### src/rtl/fetch_queue.sv
// Instruction prefetch queue: fetches one word per cycle ahead of decode and redirects on branch, optionally keeping one delay slot.
// A pushed word appears at the head one cycle later; ROM waits hold the fetch address, and a full queue stalls fetch unless it also pops.
module fetch_queue #(
    parameter int                ADDR_W     = 32,
    parameter int                INST_W     = 32,
    parameter int                DEPTH      = 4,
    parameter logic [ADDR_W-1:0] RESET_PC   = '0,
    parameter int                DELAY_SLOT = 1
) (
    input  logic                       clk,
    input  logic                       rst,
    output logic [ADDR_W-1:0]          rom_addr_o,
    output logic                       rom_en,
    input  logic [INST_W-1:0]          rom_inst_i,
    input  logic                       rom_ready_i,
    output logic                       inst_valid_o,
    input  logic                       inst_ready_i,
    output logic [ADDR_W-1:0]          pc_o,
    output logic [INST_W-1:0]          inst_o,
    input  logic                       branch_flag_i,
    input  logic [ADDR_W-1:0]          branch_addr_i,
    output logic [$clog2(DEPTH):0]     count_o
);
    localparam int PTR_W = $clog2(DEPTH);
    localparam int CNT_W = PTR_W + 1;

    typedef struct packed {
        logic [ADDR_W-1:0] pc;
        logic [INST_W-1:0] inst;
    } entry_t;

    entry_t             mem [DEPTH];
    logic [PTR_W-1:0]   rd_ptr;
    logic [PTR_W-1:0]   wr_ptr;
    logic [CNT_W-1:0]   count;
    logic [ADDR_W-1:0]  fpc;
    logic               redirect_pending;
    logic [ADDR_W-1:0]  redirect_tgt;

    logic               pop;
    logic               push;
    logic               keep_any;
    logic [ADDR_W-1:0]  tgt_new;
    logic [ADDR_W-1:0]  pend_tgt;
    logic [PTR_W-1:0]   rd_surv;
    entry_t             head;

    assign head         = mem[rd_ptr];
    assign inst_valid_o = !rst && (count != '0);
    assign pop          = inst_valid_o && inst_ready_i;
    assign rom_en       = !rst && ((count < CNT_W'(DEPTH)) || pop);
    assign push         = rom_en && rom_ready_i;
    assign rom_addr_o   = fpc;
    assign pc_o         = inst_valid_o ? head.pc : '0;
    assign inst_o       = inst_valid_o ? head.inst : '0;
    assign count_o      = rst ? '0 : count;

    assign tgt_new  = branch_addr_i & ~ADDR_W'(3);
    assign pend_tgt = branch_flag_i ? tgt_new : redirect_tgt;
    // Oldest entry that survives this cycle's pop; also where a push lands when the queue drains.
    assign rd_surv  = rd_ptr + PTR_W'(pop);
    assign keep_any = (count != CNT_W'(pop)) || push;

    always_ff @(posedge clk) begin
        if (push) begin
            mem[wr_ptr] <= '{pc: fpc, inst: rom_inst_i};
        end
    end

    always_ff @(posedge clk) begin
        if (rst) begin
            fpc              <= RESET_PC;
            rd_ptr           <= '0;
            wr_ptr           <= '0;
            count            <= '0;
            redirect_pending <= 1'b0;
            redirect_tgt     <= '0;
        end else if (branch_flag_i && !redirect_pending) begin
            if (DELAY_SLOT == 0) begin
                rd_ptr <= wr_ptr;
                count  <= '0;
                fpc    <= tgt_new;
            end else if (keep_any) begin
                rd_ptr <= rd_surv;
                wr_ptr <= rd_surv + PTR_W'(1);
                count  <= CNT_W'(1);
                fpc    <= tgt_new;
            end else begin
                // Nothing to serve as the delay slot yet: the next fetched word takes that role.
                redirect_pending <= 1'b1;
                redirect_tgt     <= tgt_new;
                rd_ptr           <= rd_surv;
                count            <= '0;
            end
        end else begin
            if (push) begin
                wr_ptr <= wr_ptr + PTR_W'(1);
                fpc    <= redirect_pending ? pend_tgt : fpc + ADDR_W'(4);
            end
            if (pop) begin
                rd_ptr <= rd_ptr + PTR_W'(1);
            end
            count <= count + CNT_W'(push) - CNT_W'(pop);
            if (redirect_pending) begin
                if (branch_flag_i) begin
                    redirect_tgt <= tgt_new;
                end
                if (push) begin
                    redirect_pending <= 1'b0;
                end
            end
        end
    end
endmodule

### config.mk
export PLATFORM = sky130hd
export DESIGN_NAME = fetch_queue
export DESIGN_NICKNAME = d
export VERILOG_FILES = /design/src/rtl/fetch_queue.sv
export SDC_FILE = /design/constraint.sdc
export NUM_CORES = 1
export LEC_CHECK = 0
export ABC_AREA = 1
export CORE_UTILIZATION = 55
export CTS_BUF_LIST = sky130_fd_sc_hd__clkbuf_4 sky130_fd_sc_hd__clkbuf_8 sky130_fd_sc_hd__clkbuf_16
export DETAILED_ROUTE_END_ITERATION = 8
export PLACE_DENSITY = 0.82
export RECOVER_POWER = 25
export SYNTH_ARGS = -nofsm -noshare
export SYNTH_HDL_FRONTEND = slang
export SYNTH_SLANG_ARGS = --single-unit
export TNS_END_PERCENT = 1
### constraint.sdc
create_clock -name clk -period 9.15 [get_ports clk]
set_input_delay 1.83 -clock clk [delete_from_list [all_inputs] [get_ports clk]]
set_output_delay 1.83 -clock clk [all_outputs]
set_load 0.01 [all_outputs]
# Word level (Yosys, flattened, before mapping)

Memories as Yosys holds them, arrays and structs flattened. A register that Yosys moved wholly into a read port is not among the register bits.
Cells that the tools add are included.

Add/sub/neg operators: 7
Equal/unequal tests: 3
Magnitude comparators: 1
Mux-type cells: 26
Reduce and logical (&&, ||, !) cells: 15

Operators by type and width:

| kind                                           | number |
|---|---|
| two-way mux 32 bit                             | 10 |
| adder 32 x 3 -> 32 bit (second input constant) | 1 |
| two-way mux 2 bit                              | 7 |
| two-way mux 1 bit                              | 7 |
| adder 2 x 1 -> 2 bit (second input constant)   | 3 |
| two-way mux 3 bit                              | 2 |
| nonzero test 2 bit                             | 3 |
| logical AND 1 bit                              | 5 |
| inequality test 2 bit (second input constant)  | 2 |
| AND reduction 2 bit                            | 2 |
| adder 3 x 1 -> 3 bit                           | 1 |
| < comparator 3 bit (second input constant)     | 1 |
| inequality test 3 x 1 -> 1 bit                 | 1 |
| nonzero test 3 bit                             | 1 |
| subtractor 3 x 1 -> 3 bit                      | 1 |
| adder 2 x 1 -> 2 bit                           | 1 |
| logical NOT 1 bit                              | 2 |
| logical OR 1 bit                               | 2 |

Output and inout bits: 101
Memories: 1
Logic and storage cells: 59
Register bits after elaboration: 72
Bits in writable memories: 256
Input port bits: 69

Memories:

| name | words | width | rd ports | clocked after memory_dff | write ports | RTL line | RTL |
|---|---|---|---|---|---|---|---|
| mem  | 4     | 64    | 1        | 1                        | 1           | 32       | `entry_t mem [DEPTH];` |

# Logic depth before layout (Yosys ltp)

Gate-level depths: netlist (run 1).

Depth in word-level cells: 9
Mapped depth: 12
Depth with buffers taken out: 12

# Least setup slack after synthesis (run 1)

No wires, ideal clock.

Path kind: input -> register
From: in inst_ready_i
To: mem mem[1][0] (netlist bit), enable pin
Arrival time: 6515 ps
Buffers on the path: 0
Library setup time: 565 ps
Setup slack: 2070 ps
Stages on the path: 4
Data required time: 8585 ps
Cells stage by stage: inv_1 a21oi_4 nand2_4 nor3_1

Cells in the longest elaborated chain, start to end: 6

RTL lines:

| element                                 | RTL line | RTL |
|---|---|---|
| start, declared                         | 17       | `input logic inst_ready_i,` |
| logical AND 1 bit                       | 50       | `assign pop = inst_valid_o && inst_ready_i;` |
| logical OR 1 bit                        | 51       | `assign rom_en = !rst && ((count < CNT_W'(DEPTH)) \|\| pop);` |
| logical AND 1 bit                       | 51       |  |
| net rom_en                              | 13       | `output logic rom_en,` |
| logical AND 1 bit                       | 52       | `assign push = rom_en && rom_ready_i;` |
| two-way mux 1 bit                       | 65       | `if (push) begin` |
| two-way mux 1 bit (not written as such) | 66       | `mem[wr_ptr] <= '{pc: fpc, inst: rom_inst_i};` |
| end, declared                           | 32       |  |

The timed path passes the listed nets, and every way through them passes these cells.

# Worst setup path in the final report (run 1)

From: in rst
To: out pc_o[19]

Cells in the longest elaborated chain, start to end: 3

RTL lines:

| element            | RTL line | RTL |
|---|---|---|
| start, declared    | 11       | `input logic rst,` |
| logical NOT 1 bit  | 49       | `assign inst_valid_o = !rst && (count != '0);` |
| logical AND 1 bit  | 49       |  |
| two-way mux 32 bit | 54       | `assign pc_o = inst_valid_o ? head.pc : '0;` |
| end, declared      | 18       | `output logic [ADDR_W-1:0] pc_o,` |

Every way passes these cells.

==> reports/results.ini, run 1 <==
[timing]
setup_viol = 0
worst_pin_slew_ps = 1170
setup_tns_ps = 0
skew_ps = 16.4
slew_headroom_pct = 21.9
hold_viol_final = 0
finalMaxSlewViolations = 0
min_period_ps = 6280
fmax_mhz = 159
rsz0062_at_grt = false
fin_crit_sh_pct = 68.7
finalWorstSetupSlack_ps = 2870

[worst_setup_path]
worstPathRequired_ps = 7320
worstPathCellList = clkdlybuf4s50_1, buf_4, inv_2, nand2_2, buf_4, a21oi_1, clkdlybuf4s50_1
worst_setup_path_start_kind = input port
r2r_cells = 7
crit_path_start = rst
slowest_stage = nand2_2
ff2ff_setup_slack_ps = 6270
timing.rr.end = wr_ptr[1]
path_class = in2out
cp_num_buf_inv = 5
crit_family = buffers and inverters
max_stage_delay_ps = 580
cp-end-kind = primary output
regToRegStartpoint = redirect_pending
arrival_ps = 4450
critPathMaxFanout = 34

[clock_tree]
clock-sinks = 330
ctsResizeCount = 0
cts_tree = done
cts_buffers = 34
worst_skew_pair.late_latency_ps = 510
clk_pin_slew_worst_paths_ps = 60
root_buffer = clkbuf_16
cts_setup_buffers = 0
clk_path_buf_depth = 3
holdBufCountCts = 0
ctsHtreeMaxLevel = 2

[hold_path]
whs_endpoint = redirect_tgt[1]
hp-start = redirect_tgt[1]
hp-class = reg2reg
hold_depth = 2

[synthesis]
syn_area_per_cell_sq_um = 9.60
synth.area.top_cells = edfxtp_1 (54%), nor2_1 (11%), dfxtp_1 (10%), o21ai_0 (6.4%), nand2_1 (5.8%)
synth_common_cells = nor2_1 (401), edfxtp_1 (256), nand2_1 (220)
synth.ff_latch_count = 330
synth_ff_type = edfxtp_1
muxShareOfSynthArea_pct = 0.350
async_reset_ff_share_pct = 0
synth_simple_gate_area_share_pct = 18.9
synth-adder-area-share_pct = 0.490
synth_compound_gate_area_share_pct = 11.1
synth_top_area_cell = edfxtp_1
ys_types = 34
synth_xor_area_share_pct = 0.796
synth_top_area_share_pct = 53.7
yosysWarnings = 0
synth_area_sq_mm = 0.0143
synth_seq_area_share_pct = 64.1
synth_edf_count = 256
yosys.cell_count.top_type = nor2_1
syn-num-nets = 1564
synth_top_family_by_area = simple AND/OR/NAND/NOR gates
synth_cells = 1490

[global_route]
grt_start_max_net_pins = 109
grt_pass1_wl_mm = 52.7
first_global_vias = 10335
gr-usage-all-layers_pct = 25.5
antenna_found_initial = 0
grt-ovfl-total = 0

[final_layout]
layout-drive-gt1-share_pct = 6.41
fill_cells = 1860
multiInputGateArea_sq_mm = 0.00455
regArea_sq_mm = 0.00917
nets = 1702
syn_to_final_growth_pct = 20.8

[floorplan]
row_count = 58
initial_core_util_pct = 56.5
ios = 170
die_h_um = 163
die-width_um = 163
die_area_sq_mm = 0.0267
coreArea_sq_mm = 0.0253

[drt]
vias = 11076
dr.pass1.iters = 5
met1Wirelength_mm = 14.3
avgRoutedWirePerCell_um = 17.1
drt-initial-drc-count = 1180
dr_wl_met2_mm = 16.6
met3WireLength_mm = 2.41
routed.top_layer = met4
vias_per_cell = 5.58
ant_nets = 0
wl_mm = 34.0
drc = 0

[placement]
dp_slack_ps = 2850
port_buffers = 167
gp_congestion = 0.905
dp_hpwl_mm = 19.7

[run_status]
status = complete, no violations

[power_and_ir_drop]
max-vdd-ir-drop_mv = 0.184
leakage_uw = 0.00630
cellPowerDensity_mw_per_mm2 = 218

[flow_run]
cap_violations = 0

[how the worst max path moves through the flow]
stage	to	slack [ps]	cells past startpoint
6_report	pc_o[19]	2870	7
3_5_place_dp	pc_o[19]	2850	7
2_1_floorplan	mem[1][0]	2070	4
4_1_cts	pc_o[19]	2850	7
3_3_place_gp	pc_o[19]	2860	7
5_1_grt	pc_o[19]	2720	7
[layout by cell type, fill, tap and decap left out, drive strengths merged]
cell             n
nor2           403
edfxtp         256
nand2          224
o21ai          188
clkdlybuf4s50  155
a21oi           99
dfxtp           74
inv             72
clkbuf          43
nand3           34
clkinv          16
buf             15
dlygate4sd3     12
nor3            10
xor2             9
nand4            8
a22oi            7
mux2i            5
xnor2            4
o211ai           4
or2              4
ha               4
diode            2
o31ai            2
bufinv           2
o22ai            1
o221ai           1
fa               1
[flip-flops by register name, indices dropped and copies added (netlist names), named ones only]
name              flops
count                 3
wr_ptr                2
redirect_tgt         32
mem                 256
rd_ptr                2
rom_addr_o           32
redirect_pending      1
[report_power, final]
group / switching, uW / internal, uW / total (uW)
registers: 99.2 / 1740 / 1840
clock network: 544 / 788 / 1330
logic: 357 / 231 / 587
[kinds of logic (layout without fill, tap and decap cells)]
family	count (synthesis)	in the layout
AND/OR/NAND/NOR	683	683
flip-flops	330	330
AO/OA/AOI/OAI	302	302
buffers and inverters	152	315
XOR/XNOR	13	13
adder cells (fa/ha/maj)	5	5
multiplexers	5	5
other	0	2
[layer usage]
layer	GRT usage (%)	vias up
met5	0	-
met3	3.78	60
met2	43.5	461
met1	33.9	5251
met4	7.35	0
li1	-	5304
[worst min-delay path: cells and delay by family, from the launching register on]
family / cells / cell delay (ps)
AO/OA/AOI/OAI: 1 / 50
flip-flops: 1 / 320
AND/OR/NAND/NOR: 1 / 70
[stage by stage]
step | power [uW] | cell area (sq um) | utilization (%) | std cells | hold WS [ps]
floorplan | 2200 | 14300 | - | 1490 | 453
global placement | 2430 | 16200 | 63.9 | 1922 | 462
detailed placement | 2450 | 16200 | 63.9 | 1922 | 477
CTS | 3780 | 17300 | 68.2 | 1983 | 486
global route | 3910 | 17300 | 68.2 | 1983 | 518
finish | 3760 | 17300 | 68.2 | 1985 | 494
[cell type report]
type                    instances  area share, %
flip-flops and latches        330           53.1
multi-input cells            1008           26.3
repair buffers                182           10.3
clock buffers                  43           5.45
well taps                     330           2.39
inverters                      72           1.56
clock inverters                18          0.869
diodes                          2         0.0290
(Power assumes the default switching activity.)
==> inputs of run 2 (changes only) <==
==> constraint.sdc (replaced) <==
create_clock -name clk -period 6 [get_ports clk]
set_input_delay 1.2 -clock clk [delete_from_list [all_inputs] [get_ports clk]]
set_output_delay 1.2 -clock clk [all_outputs]
set_load 0.01 [all_outputs]
==> reports/results.ini, run 2 (synthesized netlist as in run 1, its figures left out) <==
[run_status]
status = complete, no violations

[timing]
slew_headroom_pct = 33.3
setup_viol = 0
rsz0062_at_grt = false
hold_viol_final = 0
fin_crit_sh_pct = 74.4
finalMaxSlewViolations = 0
worst_pin_slew_ps = 1000
fmax_mhz = 224
skew_ps = 16.3
min_period_ps = 4470
setup_tns_ps = 0

[final_layout]
regMostFlops = mem
regArea_sq_mm = 0.00917
multiInputGateArea_sq_mm = 0.00455
layout-drive-gt1-share_pct = 6.42
layout_commonest_cell = nor2_1
stdcell_area_sq_mm = 0.0173
final_cell_mix = nor2_1 (401), edfxtp_1 (256), nand2_1 (219)
nets = 1702
syn_to_final_growth_pct = 20.8
fill_cells = 1838
largest_reg_flops = 256
final_cells = 1984
final_util_pct = 68.3

[placement]
port_buffers = 167
dp_hpwl_mm = 19.4
dp_cells = 1922
gp_congestion = 0.904
placed_area_sq_mm = 0.0162

[worst_setup_path]
cp-end-kind = primary output
cp_num_buf_inv = 2
arrival_ps = 3270
regToRegStartpoint = redirect_pending
max_stage_delay_ps = 810
critPathMostFrequentCell = nor2_1
r2r_cells = 7
worst_setup_path_start_kind = register
critPathMaxFanout = 90
worstPathRequired_ps = 4800
path_class = reg2out
path_depth = 6
timing.rr.end = rom_addr_o[5]
ff2ff_setup_slack_ps = 3340
critPathCapture = pc_o[31]
worstPathCellList = buf_4, nor2_1, nor2_1, o21ai_0, a21oi_1, clkdlybuf4s50_1
crit_family = buffers and inverters
slowest_stage = buf_4

[floorplan]
row_count = 58
coreArea_sq_mm = 0.0253
die_area_sq_mm = 0.0267
die_h_um = 163
initial_core_util_pct = 56.5
die-width_um = 163
ios = 170

[flow_run]
cap_violations = 0

[drt]
avgRoutedWirePerCell_um = 16.8
vias_per_cell = 5.49
dr.pass1.iters = 5
wl_mm = 33.4
ant_nets = 0
drt-initial-drc-count = 1073
vias = 10891
drc = 0

[clock_tree]
root_buffer = clkbuf_16
cts_tree = done
ctsResizeCount = 0
clk_path_buf_depth = 3
worst_skew_pair.late_latency_ps = 510
cts_setup_buffers = 0
ctsHtreeMaxLevel = 2
holdBufCountCts = 0
cts_buffers = 34
clk_pin_slew_worst_paths_ps = 60
clock-sinks = 330

[global_route]
grt_pass1_wl_mm = 52.1
gr-usage-all-layers_pct = 25.2
antenna_found_initial = 1
grt_start_max_net_pins = 91
first_global_vias = 10116
grt-ovfl-total = 0

[power_and_ir_drop]
max-vdd-ir-drop_mv = 0.193
leakage_uw = 0.00630
cellPowerDensity_mw_per_mm2 = 331

[hold_path]
hp-class = reg2reg

==> run 2: worst min-delay path by stage <==
stage	from	cells after the start	slack, ps	end
2_1_floorplan	redirect_tgt[0]	2	450	redirect_tgt[0]
3_3_place_gp	redirect_tgt[0]	2	460	redirect_tgt[0]
3_5_place_dp	redirect_tgt[0]	2	470	redirect_tgt[0]
4_1_cts	redirect_tgt[0]	2	480	redirect_tgt[0]
5_1_grt	redirect_tgt[0]	2	510	redirect_tgt[0]
6_report	redirect_tgt[1]	2	480	redirect_tgt[1]
==> run 2: metal layers <==
metal | track usage, % | wire length, um
met2 | 42.4 | 16200
met3 | 4.57 | 2590
met5 | 0 | 0
met1 | 32.9 | 13900
met4 | 8.20 | 724
==> run 2: tightest hold or removal path, delay by kind of cell, from the launching register on <==
kind	cells	cell delay, ps
AO/OA/AOI/OAI	1	50
flip-flops	1	320
AND/OR/NAND/NOR	1	60
==> run 2: final cells by class <==
class                           instances  share of cell area (%)
Sequential cell                       330                    53.1
Multi-Input combinational cell       1008                    26.3
Timing Repair Buffer                  182                    10.5
Clock buffer                           40                    5.32
Tap cell                              330                    2.39
Inverter                               72                    1.56
Clock inverter                         20                   0.869
Antenna cell                            2                  0.0290
==> run 2: power breakdown <==
| part | switching [uW] | total, uW | internal (uW) |
|---|---|---|---|
| logic | 539 | 894 | 355 |
| clock network | 834 | 2020 | 1180 |
| registers | 149 | 2800 | 2660 |
| total | 1520 | 5710 | 4190 |
==> run 2: through the flow <==
step / setup slack, ps / hold slack, ps / power, uW
floorplan: -450 / 453 / 3350
global placement: 1630 / 463 / 3710
detailed placement: 1600 / 474 / 3740
CTS: 1530 / 482 / 5740
global route: 1380 / 512 / 5950
finish: 1530 / 482 / 5710
